==> config.mk <==
export PLATFORM = sky130hd
export DESIGN_NAME = mem_ctrl_flat
export DESIGN_NICKNAME = d
export VERILOG_FILES = /design/src/rtl/mem_ctrl_pkg.sv /design/src/rtl/mem_ctrl_if.sv /design/src/rtl/mem_load_ext.sv /design/src/rtl/mem_ctrl.sv /design/src/flat_wrapper.sv
export SDC_FILE = /design/constraint.sdc
export NUM_CORES = 1
export LEC_CHECK = 0
export BUFFER_PORTS_ARGS = -buffer_cell sky130_fd_sc_hd__buf_2
export CORE_ASPECT_RATIO = 0.9
export CORE_MARGIN = 10
export CORE_UTILIZATION = 54
export CTS_BUF_LIST = sky130_fd_sc_hd__clkbuf_8
export DETAILED_ROUTE_END_ITERATION = 10
export GPL_TIMING_DRIVEN = 1
export HOLD_SLACK_MARGIN = 0.06
export PLACE_DENSITY = 0.84
export SETUP_SLACK_MARGIN = 0.3
export SLEW_MARGIN = 20
export SYNTH_ARGS = -nofsm -noshare
export SYNTH_HDL_FRONTEND = slang
export SYNTH_SLANG_ARGS = --single-unit
==> constraint.sdc <==
create_clock -name clk -period 8.1 [get_ports clk]
set_clock_uncertainty 0.2 [all_clocks]
set_input_delay 1.215 -clock clk [delete_from_list [all_inputs] [get_ports clk]]
set_output_delay 1.215 -clock clk [all_outputs]
set_load 0.03 [all_outputs]
==> src/rtl/mem_ctrl_pkg.sv <==
// Shared encodings and helpers for the byte-serial memory controller.
// Also used by the MEM stage for load-extension forwarding checks.
package mem_ctrl_pkg;

  localparam int unsigned RamAddrW = 17;

  // Access size encodings; 2'd3 is reserved and behaves as a word.
  localparam logic [1:0] MemByte = 2'd0;
  localparam logic [1:0] MemHalf = 2'd1;
  localparam logic [1:0] MemWord = 2'd2;

  typedef enum logic [1:0] {
    McIdle = 2'd0,
    McXfer = 2'd1,
    McDone = 2'd2
  } mc_state_e;

  function automatic logic [2:0] size_nbytes(input logic [1:0] size);
    logic [2:0] n;
    case (size)
      MemByte: n = 3'd1;
      MemHalf: n = 3'd2;
      default: n = 3'd4;
    endcase
    return n;
  endfunction

  function automatic logic [7:0] byte_sel(input logic [31:0] word, input logic [1:0] idx);
    logic [7:0] b;
    case (idx)
      2'd0:    b = word[7:0];
      2'd1:    b = word[15:8];
      2'd2:    b = word[23:16];
      default: b = word[31:24];
    endcase
    return b;
  endfunction

endpackage

==> src/rtl/mem_ctrl_if.sv <==
// MEM-stage side of the memory controller: request fields in, status and load data out.
interface mem_ctrl_if;
  logic        req_i;
  logic        we_i;
  logic [1:0]  size_i;
  logic        sext_i;
  logic [31:0] addr_i;
  logic [31:0] wdata_i;
  logic        busy_o;
  logic        done_o;
  logic [31:0] rdata_o;
  logic        stall_req_o;

  modport master (
    output req_i, we_i, size_i, sext_i, addr_i, wdata_i,
    input  busy_o, done_o, rdata_o, stall_req_o
  );

  modport slave (
    input  req_i, we_i, size_i, sext_i, addr_i, wdata_i,
    output busy_o, done_o, rdata_o, stall_req_o
  );
endinterface

==> src/rtl/mem_load_ext.sv <==
// Combinational sign/zero extension of an assembled load word by access size.
module mem_load_ext
  import mem_ctrl_pkg::*;
(
  input  logic [31:0] data_i,
  input  logic [1:0]  size_i,
  input  logic        sext_i,
  output logic [31:0] data_o
);

  always_comb begin
    data_o = data_i;
    case (size_i)
      MemByte: data_o = {{24{sext_i & data_i[7]}}, data_i[7:0]};
      MemHalf: data_o = {{16{sext_i & data_i[15]}}, data_i[15:0]};
      default: data_o = data_i;
    endcase
  end

endmodule

==> src/rtl/mem_ctrl.sv <==
// Byte-serial load/store controller between the MEM stage and an 8-bit synchronous RAM.
// Optional MEM_CTRL_PERF_EN adds load/store/stall performance counters.
module mem_ctrl
  import mem_ctrl_pkg::*;
#(
  parameter int unsigned ADDR_W = RamAddrW
) (
  input  logic              clk,
  input  logic              rst,
  mem_ctrl_if.slave         mem,
  output logic [ADDR_W-1:0] ram_a_o,
  output logic [7:0]        ram_dout_o,
  output logic              ram_wr_o,
  input  logic [7:0]        ram_din_i
`ifdef MEM_CTRL_PERF_EN
  ,
  output logic [31:0]       perf_ld_o,
  output logic [31:0]       perf_st_o,
  output logic [31:0]       perf_stall_o
`endif
);

  mc_state_e         state_q, state_d;
  logic [2:0]        cnt_q, cnt_d;
  logic [2:0]        nb_q, nb_d;
  logic              we_q, we_d;
  logic [1:0]        size_q, size_d;
  logic              sext_q, sext_d;
  logic [ADDR_W-1:0] addr_q, addr_d;
  logic [31:0]       wdata_q, wdata_d;
  logic [31:0]       asm_q, asm_d;
  logic [31:0]       rdata_q, rdata_d;
  logic [ADDR_W-1:0] ram_a_q, ram_a_d;
  logic [7:0]        ram_dout_q, ram_dout_d;
  logic              ram_wr_q, ram_wr_d;

  logic [2:0]  cnt_nxt;
  logic [31:0] asm_ins;
  logic [31:0] ext_word;
  logic        busy, done, stall;

  generate
    if (ADDR_W < 32) begin : g_addr_hi
      logic unused_addr_hi;
      assign unused_addr_hi = ^mem.addr_i[31:ADDR_W];
    end
  endgenerate

  assign cnt_nxt = cnt_q + 3'd1;

  // RAM data lags its address by one cycle, so counter value c delivers byte c-1.
  always_comb begin
    asm_ins = asm_q;
    case (cnt_q)
      3'd1:    asm_ins[7:0]   = ram_din_i;
      3'd2:    asm_ins[15:8]  = ram_din_i;
      3'd3:    asm_ins[23:16] = ram_din_i;
      3'd4:    asm_ins[31:24] = ram_din_i;
      default: ;
    endcase
  end

  mem_load_ext u_load_ext (
    .data_i (asm_ins),
    .size_i (size_q),
    .sext_i (sext_q),
    .data_o (ext_word)
  );

  always_comb begin
    state_d    = state_q;
    cnt_d      = cnt_q;
    nb_d       = nb_q;
    we_d       = we_q;
    size_d     = size_q;
    sext_d     = sext_q;
    addr_d     = addr_q;
    wdata_d    = wdata_q;
    asm_d      = asm_q;
    rdata_d    = rdata_q;
    ram_a_d    = ram_a_q;
    ram_dout_d = ram_dout_q;
    ram_wr_d   = ram_wr_q;

    unique case (state_q)
      McIdle: begin
        if (mem.req_i) begin
          state_d    = McXfer;
          cnt_d      = 3'd0;
          nb_d       = size_nbytes(mem.size_i);
          we_d       = mem.we_i;
          size_d     = mem.size_i;
          sext_d     = mem.sext_i;
          addr_d     = mem.addr_i[ADDR_W-1:0];
          wdata_d    = mem.wdata_i;
          asm_d      = 32'd0;
          ram_a_d    = mem.addr_i[ADDR_W-1:0];
          ram_dout_d = mem.wdata_i[7:0];
          ram_wr_d   = mem.we_i;
        end
      end
      McXfer: begin
        cnt_d = cnt_nxt;
        if (!we_q) begin
          asm_d = asm_ins;
        end
        if (we_q && (cnt_q == nb_q - 3'd1)) begin
          state_d  = McDone;
          ram_wr_d = 1'b0;
        end else if (!we_q && (cnt_q == nb_q)) begin
          state_d = McDone;
          rdata_d = ext_word;
        end else if (cnt_q < nb_q - 3'd1) begin
          ram_a_d    = addr_q + ADDR_W'(cnt_nxt);
          ram_dout_d = byte_sel(wdata_q, cnt_nxt[1:0]);
        end
        // A load's final count is the drain cycle: address held, nothing issued.
      end
      McDone: begin
        state_d = McIdle;
        cnt_d   = 3'd0;
      end
      default: state_d = McIdle;
    endcase
  end

  always_ff @(posedge clk) begin
    if (rst) begin
      state_q    <= McIdle;
      cnt_q      <= 3'd0;
      nb_q       <= 3'd0;
      we_q       <= 1'b0;
      size_q     <= MemByte;
      sext_q     <= 1'b0;
      addr_q     <= '0;
      wdata_q    <= 32'd0;
      asm_q      <= 32'd0;
      rdata_q    <= 32'd0;
      ram_a_q    <= '0;
      ram_dout_q <= 8'd0;
      ram_wr_q   <= 1'b0;
    end else begin
      state_q    <= state_d;
      cnt_q      <= cnt_d;
      nb_q       <= nb_d;
      we_q       <= we_d;
      size_q     <= size_d;
      sext_q     <= sext_d;
      addr_q     <= addr_d;
      wdata_q    <= wdata_d;
      asm_q      <= asm_d;
      rdata_q    <= rdata_d;
      ram_a_q    <= ram_a_d;
      ram_dout_q <= ram_dout_d;
      ram_wr_q   <= ram_wr_d;
    end
  end

  assign busy  = (state_q != McIdle);
  assign done  = (state_q == McDone);
  assign stall = (mem.req_i | busy) & ~done;

  assign mem.busy_o      = busy;
  assign mem.done_o      = done;
  assign mem.rdata_o     = rdata_q;
  assign mem.stall_req_o = stall;

  assign ram_a_o    = ram_a_q;
  assign ram_dout_o = ram_dout_q;
  // Gated so a reset landing mid-store cannot commit the in-flight byte.
  assign ram_wr_o   = ram_wr_q & ~rst;

`ifdef MEM_CTRL_PERF_EN
  logic [31:0] perf_ld_q, perf_st_q, perf_stall_q;

  always_ff @(posedge clk) begin
    if (rst) begin
      perf_ld_q    <= 32'd0;
      perf_st_q    <= 32'd0;
      perf_stall_q <= 32'd0;
    end else begin
      if (done && we_q) begin
        perf_st_q <= perf_st_q + 32'd1;
      end
      if (done && !we_q) begin
        perf_ld_q <= perf_ld_q + 32'd1;
      end
      if (stall) begin
        perf_stall_q <= perf_stall_q + 32'd1;
      end
    end
  end

  assign perf_ld_o    = perf_ld_q;
  assign perf_st_o    = perf_st_q;
  assign perf_stall_o = perf_stall_q;
`endif

endmodule

==> src/flat_wrapper.sv <==
// flat-port wrapper written by rule: the top's interface ports become plain ports
module mem_ctrl_flat import mem_ctrl_pkg::*;
#(
  parameter int unsigned ADDR_W = RamAddrW
)
  (clk, rst, ram_a_o, ram_dout_o, ram_wr_o, ram_din_i, mem_req_i, mem_we_i, mem_size_i, mem_sext_i, mem_addr_i, mem_wdata_i, mem_busy_o, mem_done_o, mem_rdata_o, mem_stall_req_o);
  mem_ctrl_if mem_i ();
  input  logic clk;
  input  logic rst;
  output logic [ADDR_W-1:0] ram_a_o;
  output logic [7:0] ram_dout_o;
  output logic ram_wr_o;
  input  logic [7:0] ram_din_i;
  input wire logic [$bits(mem_i.req_i)-1:0] mem_req_i;
  input wire logic [$bits(mem_i.we_i)-1:0] mem_we_i;
  input wire logic [$bits(mem_i.size_i)-1:0] mem_size_i;
  input wire logic [$bits(mem_i.sext_i)-1:0] mem_sext_i;
  input wire logic [$bits(mem_i.addr_i)-1:0] mem_addr_i;
  input wire logic [$bits(mem_i.wdata_i)-1:0] mem_wdata_i;
  output wire logic [$bits(mem_i.busy_o)-1:0] mem_busy_o;
  output wire logic [$bits(mem_i.done_o)-1:0] mem_done_o;
  output wire logic [$bits(mem_i.rdata_o)-1:0] mem_rdata_o;
  output wire logic [$bits(mem_i.stall_req_o)-1:0] mem_stall_req_o;
  assign mem_i.req_i = mem_req_i;
  assign mem_i.we_i = mem_we_i;
  assign mem_i.size_i = mem_size_i;
  assign mem_i.sext_i = mem_sext_i;
  assign mem_i.addr_i = mem_addr_i;
  assign mem_i.wdata_i = mem_wdata_i;
  assign mem_busy_o = mem_i.busy_o;
  assign mem_done_o = mem_i.done_o;
  assign mem_rdata_o = mem_i.rdata_o;
  assign mem_stall_req_o = mem_i.stall_req_o;
  mem_ctrl #(.ADDR_W(ADDR_W)) u_core (.clk(clk), .rst(rst), .mem(mem_i), .ram_a_o(ram_a_o), .ram_dout_o(ram_dout_o), .ram_wr_o(ram_wr_o), .ram_din_i(ram_din_i));
endmodule
* Yosys cells after proc, flatten, opt, wreduce, memory -nomap -nowiden
Index checks and enable logic that the tools add are counted.
W data, S select, Z words.
** Word-level totals
- Bits in registers :: 151
- Input port bits :: 79
- Word-level logic and storage cells :: 90
** Operators by class
- $add $sub $neg :: 3
- Magnitude comparators :: 1
- Equality and inequality tests :: 19
- Mux-type cells :: 29
- Bitwise gates (word level) :: 8
- Reductions and logical operators :: 17
** Operators by type and width (number)
- $pmux W32 S2 :: 2
- $mux W17 :: 4
- $mux W32 :: 2
- $mux W8 :: 8
- $pmux W17 S2 :: 1
- $pmux W8 S3 :: 1
- $add A17 B3 Y17 :: 1
- $pmux W8 S2 :: 1
- $pmux W3 S3 :: 1
- $reduce_and A3 Y1 :: 3
- $eq A2 B1 Y1 const B :: 4
- $logic_not A2 Y1 :: 4
- $ne A2 B2 Y1 const B :: 4
- $eq A3 B2 Y1 const B :: 2
- $eq A3 B3 Y1 :: 2
- $mux W2 :: 3
- $pmux W3 S2 :: 1
- $reduce_and A2 Y1 :: 3
- $reduce_and A5 Y1 :: 1
- $and A1 B1 Y1 :: 4
- $eq A2 B2 Y1 const B :: 2
- $ne A2 B1 Y1 const B :: 2
- $pmux W2 S2 :: 1
- $reduce_bool A2 Y1 :: 2
- 14 further kinds :: 18

* Depth between registers and ports, before layout
- Depth in word-level cells :: 7
- Depth in mapped cells :: 10

* Hierarchy
A second synthesis with hierarchy kept.
** Second synthesis, totals
- Cell total of the unflattened synthesis :: 877
- Area total of the unflattened synthesis :: 7003.0 um^2
** By module, submodules not included
- mem_ctrl :: instances 1, cells each 811, area an instance 6617.6 um^2, sequential area each 3022.9 um^2
- mem_load_ext :: instances 1, cells each 66, area an instance 385.4 um^2, sequential area each 0.0 um^2

* Worst setup path before layout
Ideal clock, no wire load.
- Path type :: input to output
- Start point :: in rst
- End point :: out ram_wr_o
- Arrival time :: 1.978 ns
- Data required time :: 6.685 ns
- Path slack :: 4.707 ns
- Stages on the path :: 3
- Path through :: clkbuf_8 -> clkbuf_1 -> nor2b_1
** On the way
- Longest elaborated chain between the ends :: 2
** Ends and longest elaborated chain
- from (decl) :: RTL line flat_wrapper.sv:9 : input logic rst;
- $not A1 Y1 :: RTL line mem_ctrl.sv:171 : assign ram_wr_o = ram_wr_q & ~rst;
- $and A1 B1 Y1 :: RTL line mem_ctrl.sv:171
- to (decl) :: RTL line flat_wrapper.sv:12 : output logic ram_wr_o;
No other way between the ends.

* Worst setup path in the final report
Same ends and word-level chain as after synthesis.

==> flow_metrics.env <==
export IMPL_status="finished, final reports clean"
export IMPL_synth_compound_gate_area_share_pct=21.0
export IMPL_synth_common_cells="172 x nand2_1, 151 x dfxtp_1, 110 x nor2_1"
export IMPL_synth_cell_types=59
export IMPL_core_um2=12200
export IMPL_antenna_left=0
export IMPL_clock_latency_ps=460
export IMPL_report_final_hold_viol_count=0
export IMPL_multi_input_area_um2=3490
export IMPL_ys_warn_count=0
export IMPL_cts_htree_levels=4
export IMPL_tritoncts="yes"
export IMPL_rows=38
export IMPL_synth_edf_count=0
export IMPL_power_uw=1890
export IMPL_num_antenna_cells=0
export IMPL_crit_fanout=76
export IMPL_cp_top_family="buffers and inverters"
export IMPL_finalSetupViolCount=0
export IMPL_dp_hpwl_um=12200
export IMPL_die_area_um2=17600
export IMPL_antenna_found_initial=0
export IMPL_cts_resized=0
export IMPL_maxSlewHeadroom_pct=40.8
export IMPL_route_vias_total=6298
export IMPL_crit_chain="buf_4 -> nor2b_1 -> buf_2"
export IMPL_cts_buffers=17
export IMPL_cp_start_kind="input pin"
export IMPL_initial_core_util_pct=55.9
export IMPL_rsz0062_at_grt="false"
export IMPL_postCtsSetupRepairBufs=0
export IMPL_drc=0
export IMPL_syn_inst=831
export IMPL_vias_per_cell=5.78
export IMPL_path_class="input pin to output port"
export IMPL_min_period_ps=3620
export IMPL_grt_max_degree=78
export IMPL_period_share_pct=44.7
export IMPL_cp_end_kind="output port"
export IMPL_avgSynthCellArea_um2=8.22
export IMPL_grt_usage_pct=20.5
export IMPL_regArea_um2=3020
export IMPL_synth_top_family_by_area="compound AO/OA/AOI/OAI gates"
export IMPL_arrival_ps=2210
export IMPL_min_path_type="flip-flop to flip-flop"
export IMPL_firstDrtPassIters=5
export IMPL_p_leak_uw=0.00314
export IMPL_slowest_delay_ps=590
export IMPL_wirelength_um=18400
export IMPL_ios=140
export IMPL_layout_drive_gt1_share_pct=21.5
export IMPL_cts_hold_buf=0
export IMPL_cts_sinks=151
export IMPL_tns_ps=0
export IMPL_yosysTopAreaCell="dfxtp_1"
export IMPL_power_density_nw_per_um2=238
export IMPL_root_buffer="clkbuf_8"
export IMPL_muxShareOfSynthArea_pct=5.44
export IMPL_globalplace_congestion=0.830
export IMPL_portBuffers=124
export IMPL_grt_pass1_wl_um=30400
export IMPL_critPathRequiredTime_ps=6680
export IMPL_area_delta_synth_final_pct=16.3
export IMPL_max_vdd_ir_drop_mv=0.122
export IMPL_grt_overflow_total=0
export IMPL_ys_async_sr_fraction_pct=0
export IMPL_synth_area_leaders="dfxtp_1 44%, nand2_1 9.5%, nor2_1 6.0%"
export IMPL_die_y_um=127
export IMPL_path_clk_slew_ps=80
export IMPL_post_synth_top_count_cell="nand2_1"
export IMPL_synthAdderAreaFrac_pct=3.04
export IMPL_fin_nets=1012
export IMPL_synth_xor_area_share_pct=1.54
export IMPL_maxSlewViolCount=0
export IMPL_synth_simple_area_share_pct=19.9
export IMPL_synth_top_area_share_pct=44.3
export IMPL_fmax_ghz=0.276
export IMPL_die_w_um=139
export IMPL_critPathSlowestCell="buf_4"
export IMPL_cts_buffer_depth=2
export IMPL_synth_top_flop_cell="dfxtp_1"
export IMPL_synth_nets=926
export IMPL_path_buf_inv=2
export IMPL_tightest_slew_ps=887
export IMPL_drt_iter0_drc=694
export IMPL_synth_seq_cells=151
export IMPL_syn_area_um2=6830
export IMPL_wl_per_cell_um=16.9
export IMPL_yosysSeqAreaShare_pct=44.3
export IMPL_grt_pass1_vias=6118
export IMPL_nFillCells=1056
export IMPL_finish_utilization_pct=65.0
export IMPL_max_cap_violations=0
[logic make-up (layout without fill, tap and decap cells)]
logic type | after synthesis | count (layout)
compound gates | 215 | 215
xor+xnor | 12 | 12
fa+ha+maj | 16 | 16
buf+inv | 77 | 176
flops | 151 | 151
mux | 34 | 34
simple gates | 326 | 326
[worst min-delay path, cell delays in order, from the launching register on]
cell and delay [ps]:
dfxtp_1 310, nand2_1 50, a21oi_1 50
[metrics by stage]
step                worst slack, ps  instance area [µm²]  hold WS (ps)  cells
global route                   4410                 7940           270   1090
CTS                            4450                 7940           254   1090
floorplan                      4710                 6830           236    831
global placement               4450                 7430           236   1058
detailed placement             4450                 7430           243   1058
finish                         4480                 7940           250   1090
[registers in the layout (all words and copies together), names as in the netlist]
register            flops
u_core.asm_q           32
u_core.ram_wr_q         1
u_core.nb_q             3
u_core.addr_q          17
u_core.ram_dout_o       8
u_core.cnt_q            3
u_core.mem.rdata_o     32
u_core.we_q             1
u_core.size_q           2
u_core.state_q          2
u_core.sext_q           1
u_core.ram_a_o         17
u_core.wdata_q         32
[report_power, final]
group	switching, µW	internal [µW]	leakage, µW
sequential	39.1	796	0.00123
clock	289	431	0.000248
combinational	229	107	0.00166
[routing by layer]
| metal | share of wire [%] | track usage (%) | vias up |
|---|---|---|---|
| li1 | - | - | 3065 |
| met1 | 44 | 25.8 | 2980 |
| met2 | 48 | 33.1 | 220 |
| met3 | 6.2 | 5.45 | 33 |
| met4 | 2.0 | 7.81 | 0 |
| met5 | 0 | 0 | - |
[cell type report]
type / instances / area share [%]
sequential: 151 / 38.1
tap: 160 / 2.52
clock inverter: 11 / 2.74
multi-input combinational: 603 / 44.0
clock buffer: 21 / 3.64
inverter: 14 / 0.662
timing repair buffer: 130 / 8.41
[final timing paths]
kind | cells after the start | slack [ps] | end | from
max | 3 | 4480 | ram_wr_o | rst
min | 2 | 250 | u_core.ram_a_o[6] | u_core.ram_a_o[6]
max reg2reg | 9 | 4700 | u_core.ram_a_o[14] | u_core.cnt_q[1]
min reg2reg | 2 | 250 | u_core.ram_a_o[6] | u_core.ram_a_o[6]
[cells in the final DEF (no fill, tap or decap), types with 8 or more instances in the layout]
| master | instances |
|---|---|
| dfxtp_1 | 151 |
| a21oi_1 | 78 |
| inv_1 | 14 |
| buf_2 | 123 |
| a22oi_1 | 33 |
| a211oi_1 | 34 |
| a311oi_1 | 9 |
| mux2i_1 | 9 |
| mux2_2 | 25 |
| clkbuf_8 | 21 |
| a222oi_1 | 8 |
| nor2_1 | 109 |
| o21ai_0 | 20 |
| ha_1 | 15 |
| nand2_1 | 172 |
(Power assumes the default switching activity.)
